`src/rtl/fetch_unit_pkg.sv`:
```
// Fetch unit shared types and constants.
// Holds the FSM state enum, NOP encoding and sizing defaults.
package fetch_unit_pkg;

   typedef enum logic [1:0] {
      ST_IDLE,
      ST_RUN,
      ST_HALT
   } state_t;

   localparam logic [2:0] OP_DONE = 3'b010;
   localparam logic [8:0] NOP = {OP_DONE, 6'b000001};

   localparam int PC_W_DEF = 10;
   localparam int LUT_DEPTH_DEF = 32;
   localparam int LUT_AW = 5;

endpackage

```
`src/rtl/fetch_unit_if.sv`:
```
// Fetch unit bus: launch, decoder feedback, LUT load and outputs.
// The slave side is the fetch unit, the master side drives it.
interface fetch_unit_if
   import fetch_unit_pkg::*;
#(
   parameter int PC_W = PC_W_DEF
);

   logic              Start;
   logic [8:0]        InstrIn;
   logic              Done;
   logic              Jen;
   logic [LUT_AW-1:0] Jptr;
   logic              LutWe;
   logic [LUT_AW-1:0] LutAddr;
   logic [PC_W-1:0]   LutData;
   logic [PC_W-1:0]   PC;
   logic [8:0]        mach_code;
   logic              Running;
   logic              Halted;
   logic [15:0]       CycleCnt;

   modport master (
      output Start, InstrIn, Done, Jen, Jptr,
      output LutWe, LutAddr, LutData,
      input  PC, mach_code, Running, Halted, CycleCnt
   );

   modport slave (
      input  Start, InstrIn, Done, Jen, Jptr,
      input  LutWe, LutAddr, LutData,
      output PC, mach_code, Running, Halted, CycleCnt
   );

endinterface

```
`src/rtl/fetch_unit_jump_lut.sv`:
```
// Jump-target table: one write port, combinational read,
// cleared asynchronously on reset.
module jump_lut
   import fetch_unit_pkg::*;
#(
   parameter int PC_W      = PC_W_DEF,
   parameter int LUT_DEPTH = LUT_DEPTH_DEF
) (
   input  logic              clk,
   input  logic              rst_n,
   input  logic              we,
   input  logic [LUT_AW-1:0] waddr,
   input  logic [PC_W-1:0]   wdata,
   input  logic [LUT_AW-1:0] raddr,
   output logic [PC_W-1:0]   rdata
);

   logic [PC_W-1:0] mem [LUT_DEPTH];

   // Table storage: clear on reset, write when enabled.
   always_ff @(posedge clk or negedge rst_n) begin
      if (!rst_n) begin
         for (int i = 0; i < LUT_DEPTH; i++) begin
            mem[i] <= '0;
         end
      end else if (we) begin
         mem[waddr] <= wdata;
      end
   end

   assign rdata = mem[raddr];

endmodule

```
`src/rtl/fetch_unit.sv`:
```
// Instruction fetch: launch/run/halt FSM, PC sequencing,
// jump via target table and a saturating RUN cycle counter.
module fetch_unit
   import fetch_unit_pkg::*;
#(
   parameter int PC_W      = PC_W_DEF,
   parameter int LUT_DEPTH = LUT_DEPTH_DEF
) (
   input logic         Clk,
   input logic         Reset,
   fetch_unit_if.slave bus
);

   state_t          state;
   logic [PC_W-1:0] pc;
   logic [15:0]     cnt;
   logic            running;
   logic            halted;
   logic            start_q;
   logic            armed;
   logic            start_edge;
   logic            lut_we;
   logic [PC_W-1:0] lut_rd;

   // armed stays low until Start is seen low after reset, so a
   // Start held high through reset release cannot launch.
   assign start_edge = bus.Start & ~start_q & armed;

   // The table is only loadable while no program is running.
   assign lut_we = bus.LutWe & (state != ST_RUN);

   jump_lut #(
      .PC_W      (PC_W),
      .LUT_DEPTH (LUT_DEPTH)
   ) u_lut (
      .clk   (Clk),
      .rst_n (Reset),
      .we    (lut_we),
      .waddr (bus.LutAddr),
      .wdata (bus.LutData),
      .raddr (bus.Jptr),
      .rdata (lut_rd)
   );

   // Start edge tracking, FSM, PC and cycle counter.
   always_ff @(posedge Clk or negedge Reset) begin
      if (!Reset) begin
         start_q <= 1'b0;
         armed   <= 1'b0;
         state   <= ST_IDLE;
         pc      <= '0;
         cnt     <= '0;
         running <= 1'b0;
         halted  <= 1'b0;
      end else begin
         start_q <= bus.Start;
         armed   <= armed | ~bus.Start;
         unique case (state)
            ST_RUN: begin
               if (cnt != 16'hFFFF) begin
                  cnt <= cnt + 16'd1;
               end
               if (bus.Done) begin
                  state   <= ST_HALT;
                  running <= 1'b0;
                  halted  <= 1'b1;
               end else if (bus.Jen) begin
                  pc <= lut_rd;
               end else begin
                  pc <= pc + 1'b1;
               end
            end
            default: begin
               if (start_edge) begin
                  state   <= ST_RUN;
                  pc      <= '0;
                  cnt     <= '0;
                  running <= 1'b1;
                  halted  <= 1'b0;
               end
            end
         endcase
      end
   end

   assign bus.PC        = pc;
   assign bus.CycleCnt  = cnt;
   assign bus.Running   = running;
   assign bus.Halted    = halted;
   assign bus.mach_code = running ? bus.InstrIn : NOP;

endmodule
```
`src/flat_wrapper.sv`:
```
// flat-port wrapper written by rule: the top's interface ports become plain ports
module fetch_unit_flat import fetch_unit_pkg::*;
#(
   parameter int PC_W      = PC_W_DEF,
   parameter int LUT_DEPTH = LUT_DEPTH_DEF
)
  (Clk, Reset, bus_Start, bus_InstrIn, bus_Done, bus_Jen, bus_Jptr, bus_LutWe, bus_LutAddr, bus_LutData, bus_PC, bus_mach_code, bus_Running, bus_Halted, bus_CycleCnt);
  fetch_unit_if #(.PC_W(PC_W)) bus_i ();
  input logic Clk;
  input logic Reset;
  input wire logic [$bits(bus_i.Start)-1:0] bus_Start;
  input wire logic [$bits(bus_i.InstrIn)-1:0] bus_InstrIn;
  input wire logic [$bits(bus_i.Done)-1:0] bus_Done;
  input wire logic [$bits(bus_i.Jen)-1:0] bus_Jen;
  input wire logic [$bits(bus_i.Jptr)-1:0] bus_Jptr;
  input wire logic [$bits(bus_i.LutWe)-1:0] bus_LutWe;
  input wire logic [$bits(bus_i.LutAddr)-1:0] bus_LutAddr;
  input wire logic [$bits(bus_i.LutData)-1:0] bus_LutData;
  output wire logic [$bits(bus_i.PC)-1:0] bus_PC;
  output wire logic [$bits(bus_i.mach_code)-1:0] bus_mach_code;
  output wire logic [$bits(bus_i.Running)-1:0] bus_Running;
  output wire logic [$bits(bus_i.Halted)-1:0] bus_Halted;
  output wire logic [$bits(bus_i.CycleCnt)-1:0] bus_CycleCnt;
  assign bus_i.Start = bus_Start;
  assign bus_i.InstrIn = bus_InstrIn;
  assign bus_i.Done = bus_Done;
  assign bus_i.Jen = bus_Jen;
  assign bus_i.Jptr = bus_Jptr;
  assign bus_i.LutWe = bus_LutWe;
  assign bus_i.LutAddr = bus_LutAddr;
  assign bus_i.LutData = bus_LutData;
  assign bus_PC = bus_i.PC;
  assign bus_mach_code = bus_i.mach_code;
  assign bus_Running = bus_i.Running;
  assign bus_Halted = bus_i.Halted;
  assign bus_CycleCnt = bus_i.CycleCnt;
  fetch_unit #(.PC_W(PC_W), .LUT_DEPTH(LUT_DEPTH)) u_core (.Clk(Clk), .Reset(Reset), .bus(bus_i));
endmodule
```
`config.mk`:
```
export PLATFORM = sky130hd
export DESIGN_NAME = fetch_unit_flat
export DESIGN_NICKNAME = d
export VERILOG_FILES = /design/src/rtl/fetch_unit_pkg.sv /design/src/rtl/fetch_unit_if.sv /design/src/rtl/fetch_unit_jump_lut.sv /design/src/rtl/fetch_unit.sv /design/src/flat_wrapper.sv
export SDC_FILE = /design/constraint.sdc
export NUM_CORES = 1
export LEC_CHECK = 0
export CAP_MARGIN = 10
export CORE_ASPECT_RATIO = 1.1
export CORE_MARGIN = 2
export CORE_UTILIZATION = 45
export CTS_CLUSTER_DIAMETER = 50
export DETAILED_ROUTE_END_ITERATION = 6
export DONT_BUFFER_PORTS = 1
export HOLD_SLACK_MARGIN = 0.02
export PLACE_DENSITY = 0.57
export SLEW_MARGIN = 15
export SYNTH_ARGS = -nofsm -noshare
export SYNTH_HDL_FRONTEND = slang
export SYNTH_SLANG_ARGS = --single-unit
export TNS_END_PERCENT = 100
```
`constraint.sdc`:
```
create_clock -name Clk -period 2.6 [get_ports Clk]
set_clock_uncertainty 0.05 [all_clocks]
set_input_delay 0.13 -clock Clk [delete_from_list [all_inputs] [get_ports Clk]]
set_output_delay 0.13 -clock Clk [all_outputs]
set_load 0.05 [all_outputs]
```
Word level (Yosys, flattened, before mapping) --
Cells that the tools add are included.
Word-level totals: register bits 352, bits of input ports 35, output and inout bits 37, word-level logic and storage cells 86
Cells by class: add/subtract/negate cells 2, $lt $le $gt $ge 3, equal/unequal tests 6, muxes and demuxes 23, bitwise logic cells 8, reductions and logical operators 5
Operators by type and width (count):
- 320-bit bitwise mux | 1
- 10-bit two-way mux | 7
- 10-bit binary-select mux with 5-bit select | 1
- 10-bit demux with 5-bit select | 1
- 16-bit two-way mux | 3
- 16-bit by 1-bit adder with 16-bit output (second input constant) | 1
- 16-bit inequality test (second input constant) | 1
- 6-bit >= comparator (second input constant) | 2
- 5-bit inverter with 6-bit output | 2
- 10-bit by 1-bit adder with 10-bit output (second input constant) | 1
- 9-bit two-way mux | 1
- 6-bit by 1-bit less-than comparator with 1-bit output (second input constant) | 1
- 1-bit two-way mux | 6
- 2-bit two-way mux | 3
- 2-bit AND reduction | 3
- 2-bit by 1-bit inequality test with 1-bit output (second input constant) | 2
- 2-bit inequality test (second input constant) | 2
- 1-bit bitwise AND | 3
- 2-bit by 1-bit == test with 1-bit output (second input constant) | 1
- 1-bit inverter | 2
- 2-bit nonzero test | 1
- 1-bit logical AND | 1
- 1-bit OR | 1

Longest topological paths before layout --
Gate-level depths: netlist of run 1.
depth after elaboration 7, depth in mapped cells 9, gate-level depth less buffers 6

Hierarchy --
A second synthesis of run 1 with hierarchy kept.
Unflattened totals: cell total of the unflattened synthesis 1272, area total of the unflattened synthesis 16829.9 um^2
By module, submodules not included:
- jump_lut | instances 1, cells each 1084, area each 15110.7 um^2, sequential area each 8007.7 um^2
- fetch_unit | instances 1, cells each 188, area each 1719.1 um^2, sequential area each 750.7 um^2

Worst setup path before layout of run 1 --
OpenSTA, ideal clock, no wires.
path type reg2reg, start point register u_core.state[1], end point register u_core.u_lut.mem[230] (netlist bit), setup time 0.125 ns, arrival time 2.115 ns, required time 2.425 ns, slack 0.311 ns, cell stages (with the launch flop) 7, buffers on the path 1, period minus slack after synthesis 2.289 ns, cells stage by stage dfrtp_1 -> nand2b_1 -> buf_2 -> nand2_1 -> nor3_1 -> nand3_1 -> mux2_2
Between the ends: cells in the longest elaborated chain, start to end 2
RTL lines:
- from (decl) | RTL line fetch_unit.sv:14 | state_t state;
- from (signal assigned) | RTL line fetch_unit.sv:50 | state <= ST_IDLE;
- from (signal assigned) | RTL line fetch_unit.sv:64 | state <= ST_HALT;
- from (signal assigned) | RTL line fetch_unit.sv:75 | state <= ST_RUN;
- 2-bit by 1-bit inequality test with 1-bit output | RTL line fetch_unit.sv:30 | assign lut_we = bus.LutWe & (state != ST_RUN);
- 1-bit bitwise AND | RTL line fetch_unit.sv:30
- to (signal, indexed assignment) | RTL line fetch_unit_jump_lut.sv:27 | mem[waddr] <= wdata;
- to (decl) | RTL line fetch_unit_jump_lut.sv:18 | logic [PC_W-1:0] mem [LUT_DEPTH];
Every way passes these cells. A chain may end at the register's enable or synchronous reset.

Worst setup path after layout of run 1 --
start point register u_core.state[0], end point register u_core.u_lut.mem[257] (netlist bit)
Same word-level chain as after synthesis.

==> results of run 1 <==
-- sequential cells by signal, indices dropped and copies added, names as in the netlist --
register             flops
u_core.armed             1
u_core.bus.CycleCnt     16
u_core.bus.PC           10
u_core.start_q           1
u_core.state             2
u_core.u_lut.mem       320
-- timing repair --
| action | CTS | global route |
|---|---|---|
| gates resized for setup | 0 | 4 |
| endpoints found under the setup margin | 0 | 4 |
| endpoints found under the hold margin | 684 | 350 |
-- kinds of logic (layout without fill, tap and decap cells) --
| logic type | after synthesis | in the layout |
|---|---|---|
| buffers and inverters | 80 | 174 |
| multiplexers | 434 | 434 |
| XOR/XNOR | 13 | 13 |
| AO/OA/AOI/OAI | 61 | 61 |
| flip-flops | 350 | 350 |
| AND/OR/NAND/NOR | 174 | 174 |
| adder cells (fa/ha/maj) | 2 | 2 |
-- path summary, 6_finish.rpt --
path,to,slack (ps),cells past startpoint
worst max-delay path,u_core.u_lut.mem[257],200,7
worst min-delay path,u_core.u_lut.mem[225],-750,0
worst max register to register,u_core.u_lut.mem[257],200,7
worst min register to register,u_core.armed,450,1
max in group asynchronous,u_core.u_lut.mem[24],2540,0
min in group Clk,u_core.u_lut.mem[243],30,3
-- worst max-delay path, delay by kind of cell (launching register included) --
family	cells	cell delay, ps
buffers and inverters	3	1020
muxes	1	350
and+or+nand+nor	3	470
DFF	1	390
-- synth_stat cells, drive strengths merged, types with 6 or more instances --
master and instances:
nor2 49, xor2 12, nor2b 6, mux4 75, buf 29, nor3b 7, mux2i 36, a22oi 8
o21ai 12, nand3 14, nand4 13, nand2 23, nand2b 10, a21oi 7, dfrtp 350, clkbuf 48
mux2 323, and2 12, nand3b 7, and3 9
-- area by class of cell --
type	instances	area [µm²]	share of cell area
Multi-Input combinational cell	684	7330	0.386
Inverter	3	11.3	0.000593
Tap cell	487	609	0.0321
Clock buffer	62	1200	0.0634
Timing Repair Buffer	99	943	0.0497
Clock inverter	10	138	0.00724
Sequential cell	350	8760	0.461
-- routing by layer --
metal / GRT usage / up-vias / wire (µm)
met1: 0.310 / 5302 / 18900
met2: 0.380 / 212 / 20500
met4: 0.0590 / 2 / 899
met3: 0.0401 / 59 / 1930
met5: 0 / - / 16
li1: - / 4303 / -
-- per-stage QoR --
| stage | util | area [µm²] | setup WS [ps] | hold slack (ps) | cells |
|---|---|---|---|---|---|
| after floorplan | - | 16500 | 311 | -216 | 1114 |
| after global placement | 0.474 | 17200 | 438 | -202 | 1584 |
| after CTS | 0.525 | 19000 | 41.6 | -774 | 1696 |
| after detailed placement | 0.474 | 17200 | 375 | -201 | 1584 |
| final | 0.525 | 19000 | 204 | -755 | 1695 |
| after global routing | 0.525 | 19000 | 107 | -780 | 1695 |
-- power breakdown --
part	internal (mW)	switching, mW
Clock	3.49	2.24
Combinational	2.17	1.71
Sequential	7.02	0.847
Total	12.7	4.79
==> metrics.yaml, run 1 <==
power.total_mw: 17.5
io_buffers: 0
horizontal_die_dimension_um: 186
max-cap-violations: 0
vias: 9878
wl_per_cell_um: 24.9
element_type_at_the_critical_path_end: "flop"
drt-vias-per-instance: 5.83
grt_setup_unrepaired: "false"
worst_setup_path_start_kind: "flop"
commonest_cells_after_routing_fill_and_taps_aside: "350 x dfrtp_1, 323 x mux2_2, 70 x mux4_2, 59 x buf_4, 41 x clkbuf_16"
critical_path_peak_fanout: 8
area_growth_pct: 15.3
start_util: 0.456
antenna-diode-count: 0
regToRegStartpoint: "u_core.state[0]"
tightest_slew_ps: 1090
final_antenna_violating_net_count: 0
wirelength_mm: 42.3
synth.yosys.seq_area_share: 0.531
finalSetupViolations: 0
cts_max_level: 2
synth_top_family_by_area: "multiplexers"
synth_largest_type_area_fraction: 0.531
post_cts_buffers: 0
hold_violations: 350
grt.overflow.total: 0
final.hold.worst_slack_ps: -755
number_of_instances_in_the_synthesized_netlist: 1114
grt_first_pass_wirelength_mm: 65.7
ys_seq_elements: 350
synthArstFlopShare: 1.00
clock_tree_from_tritoncts: "yes"
synth_compound_gate_area_share: 0.0270
first_iter_violations: 552
worst_skew_pair.late_latency_ps: 540
clock_path_buffers: 3
power.ir.vdd_worst_mv: 0.537
synth_xor_xnor_area_share: 0.00691
cts_hold_buffers: 40
yosys.area_share.adder: 0.00152
nFillCells: 3163
core_area_um2: 36200
synthMuxAreaShare: 0.346
number_of_buffers_added_by_the_clock_tree_synthesis_step: 40
clk_root_buffer_cell: "clkbuf_16"
critPathArrivalTime_ps: 2760
ys.flop_type: "dfrtp_1"
first_element_of_the_critical_path: "u_core.state[0]"
fmax_ghz: 0.417
crit_path_cell_trace: "nand2b_2 > nand4b_1 > buf_4 > nor2_2 > buf_4 > mux2_2 > dlygate4sd3_1"
number_of_global_route_vias_before_repair: 10300
netlist-cell-type-count: 58
fin_crit_ps: 2400
gp_congestion: 0.858
yosysWarnings: 0
clk_pin_slew_ps: 60
io-pin-count: 72
cellLeakagePower_nw: 8.57
worst-endpoint-required_ps: 2970
dr.pass1.iters: 5
worstSetupPathType: "reg -> reg"
fin_tns_setup_ps: 0
critical-path-max-stage-delay_ps: 560
p_per_area_nw_per_um2: 919
timing.hold.worst.class: "in -> async"
failing_checks: "negative hold slack"
avgSynthCellArea_um2: 14.8
slew_viol_final: 0
syn_area_um2: 16500
grt_antenna_before_repair: 1
die_area_um2: 38200
grt_max_degree: 351
detailedPlacementHpwl_mm: 25.2
synth.net_count: 1151
globalRouteTotalUtil: 0.228
fin_crit_sh: 0.921
synth_top_area_cell: "dfrtp_1"
slew-limit-headroom: 0.272
tritoncts_sinks: 350
synth_simple_gate_area_frac: 0.0619
mostFrequentLayoutCell: "dfrtp_1"
timing.critical_path.slowest_stage_cell: "dlygate4sd3_1"
status: "finished, violations left"
drc_violations: 0
critical-path-top-cell-by-count: "buf_4"
synth.area.top_cells: "dfrtp_1 53%, mux2_2 22%, mux4_2 9.6%, mux2i_1 2.2%, clkbuf_1 1.1%"
die_span_y_um: 205
placementRows: 73
number_of_enable_flip_flop_cells_after_synthesis: 0
numnets_final: 1215
final_layout_size_suffix_gt1_frac: 0.460
(Power assumes the default switching activity.)
==> run 2, diff against run 1 <==
--- a/config.mk
+++ b/config.mk
@@ -14,6 +14,7 @@
 export DONT_BUFFER_PORTS = 1
 export HOLD_SLACK_MARGIN = 0.02
 export PLACE_DENSITY = 0.57
+export SETUP_SLACK_MARGIN = 0.5
 export SLEW_MARGIN = 15
 export SYNTH_ARGS = -nofsm -noshare
 export SYNTH_HDL_FRONTEND = slang
==> metrics.yaml, run 2 (synthesis gave the netlist of run 1 again) <==
status: "finished, violations left"
failing_checks: "negative hold slack"
fin_crit_ps: 2170
gp_congestion: 0.897
horizontal_die_dimension_um: 186
drt-vias-per-instance: 5.86
worstSetupPathType: "reg -> reg"
dpl-instance-area_um2: 17100
worst_skew_pair.late_latency_ps: 540
final_layout_size_suffix_gt1_frac: 0.470
final_antenna_violating_net_count: 0
critPathArrivalTime_ps: 2540
cellLeakagePower_nw: 8.54
grt_setup_unrepaired: "true"
wl_per_cell_um: 25.4
post_cts_buffers: 0
finalCoreUtilization: 0.525
largest_reg_flops: 320
element_type_at_the_critical_path_end: "flop"
die_area_um2: 38200
clk_root_buffer_cell: "clkbuf_16"
numnets_final: 1208
drc_violations: 0
area_growth_pct: 15.2
slew_viol_final: 0
power.total_mw: 17.6
clk_pin_slew_ps: 60
timing.critical_path.buf_inv: 0
hold_violations: 360
postLayoutCellArea_um2: 19000
commonest_cells_after_routing_fill_and_taps_aside: "348 x dfrtp_1, 323 x mux2_2, 72 x mux4_2, 56 x buf_4, 45 x clkbuf_16"
final.hold.worst_slack_ps: -763
timing.hold.worst.class: "in -> async"
core_area_um2: 36200
mostFrequentLayoutCell: "dfrtp_1"
first_iter_violations: 598
fin_crit_sh: 0.835
grt_max_degree: 351
dr.pass1.iters: 5
critical-path-max-stage-delay_ps: 800
finalSetupViolations: 0
crit_family: "simple AND/OR/NAND/NOR gates"
grt.overflow.total: 0
clock_tree_from_tritoncts: "yes"
globalRouteTotalUtil: 0.230
grt_first_pass_wirelength_mm: 66.0
multi_input_gate_area_um2: 7360
worst_setup_path_start_kind: "flop"
slew-limit-headroom: 0.492
grt_antenna_before_repair: 1
max-cap-violations: 0
clock_path_buffers: 3
p_per_area_nw_per_um2: 926
wirelength_mm: 42.8
worst-path-stages: 4
tightest_slew_ps: 760
placementRows: 73
tritoncts_sinks: 350
io-pin-count: 72
vias: 9868
nFillCells: 3076
fin_tns_setup_ps: 0
worstRegToRegCells: 4
worst-endpoint-required_ps: 2970
number_of_buffers_added_by_the_clock_tree_synthesis_step: 42
detailedPlacementHpwl_mm: 25.2
fmax_ghz: 0.461
largest-register: "u_core.u_lut.mem"
timing.critical_path.slowest_stage_cell: "or4_1"
power.ir.vdd_worst_mv: 0.438
die_span_y_um: 205
io_buffers: 0
start_util: 0.456
crit_path_cell_trace: "nand2b_2 > nand2_1 > or4_1 > mux2_2"
number_of_global_route_vias_before_repair: 10300
cts_max_level: 2
regArea_um2: 8760
critical_path_peak_fanout: 10
[run 2: repair_timing]
action                     4_1_cts  5_1_grt
hold buffers                    32        1
hold endpoints to repair       687      370
resized for setup                4        8
setup endpoints to repair      117      106
[run 2: worst register-to-register path, cell delays in order, from the launching register on]
cell and delay, ps:
dfrtp_2 410, nand2b_2 180, nand2_1 230, or4_1 800, mux2_2 380
[run 2: metrics by stage]
step / setup WS (ps) / instances
after detailed placement: 308 / 1581
after global placement: 332 / 1581
after global routing: 379 / 1684
final: 430 / 1685
after floorplan: 505 / 1114
after CTS: 446 / 1683
[run 2: worst paths after layout]
path,startpoint,to,slack (ps)
max,u_core.state[0],u_core.u_lut.mem[313],430
max reg2reg,u_core.state[0],u_core.u_lut.mem[313],430
max in group asynchronous,Reset,u_core.u_lut.mem[234],2610
min reg2reg,u_core.armed,u_core.armed,440
min in group Clk,bus_LutAddr[1],u_core.u_lut.mem[116],-50
min,Reset,u_core.u_lut.mem[263],-760
[run 2: cell type report]
class                           count  share of cell area
Clock buffer                       62              0.0658
Sequential cell                   350               0.461
Inverter                            3            0.000593
Antenna cell                        1            0.000132
Timing Repair Buffer               90              0.0459
Clock inverter                      8             0.00652
Tap cell                          487              0.0321
Multi-Input combinational cell    684               0.388
[run 2: layer usage]
| metal | global-route usage | part of all wire | vias to the layer above |
|---|---|---|---|
| met4 | 0.0830 | 0.033 | 0 |
| met1 | 0.311 | 0.44 | 5254 |
| met3 | 0.0480 | 0.052 | 79 |
| met2 | 0.370 | 0.47 | 235 |
| met5 | 0 | 0 | - |
| li1 | - | - | 4300 |
[run 2: report_power, final]
group / switching [mW] / internal (mW)
Clock: 2.23 / 3.60
Sequential: 0.939 / 7.03
Combinational: 1.65 / 2.13
Total: 4.83 / 12.8
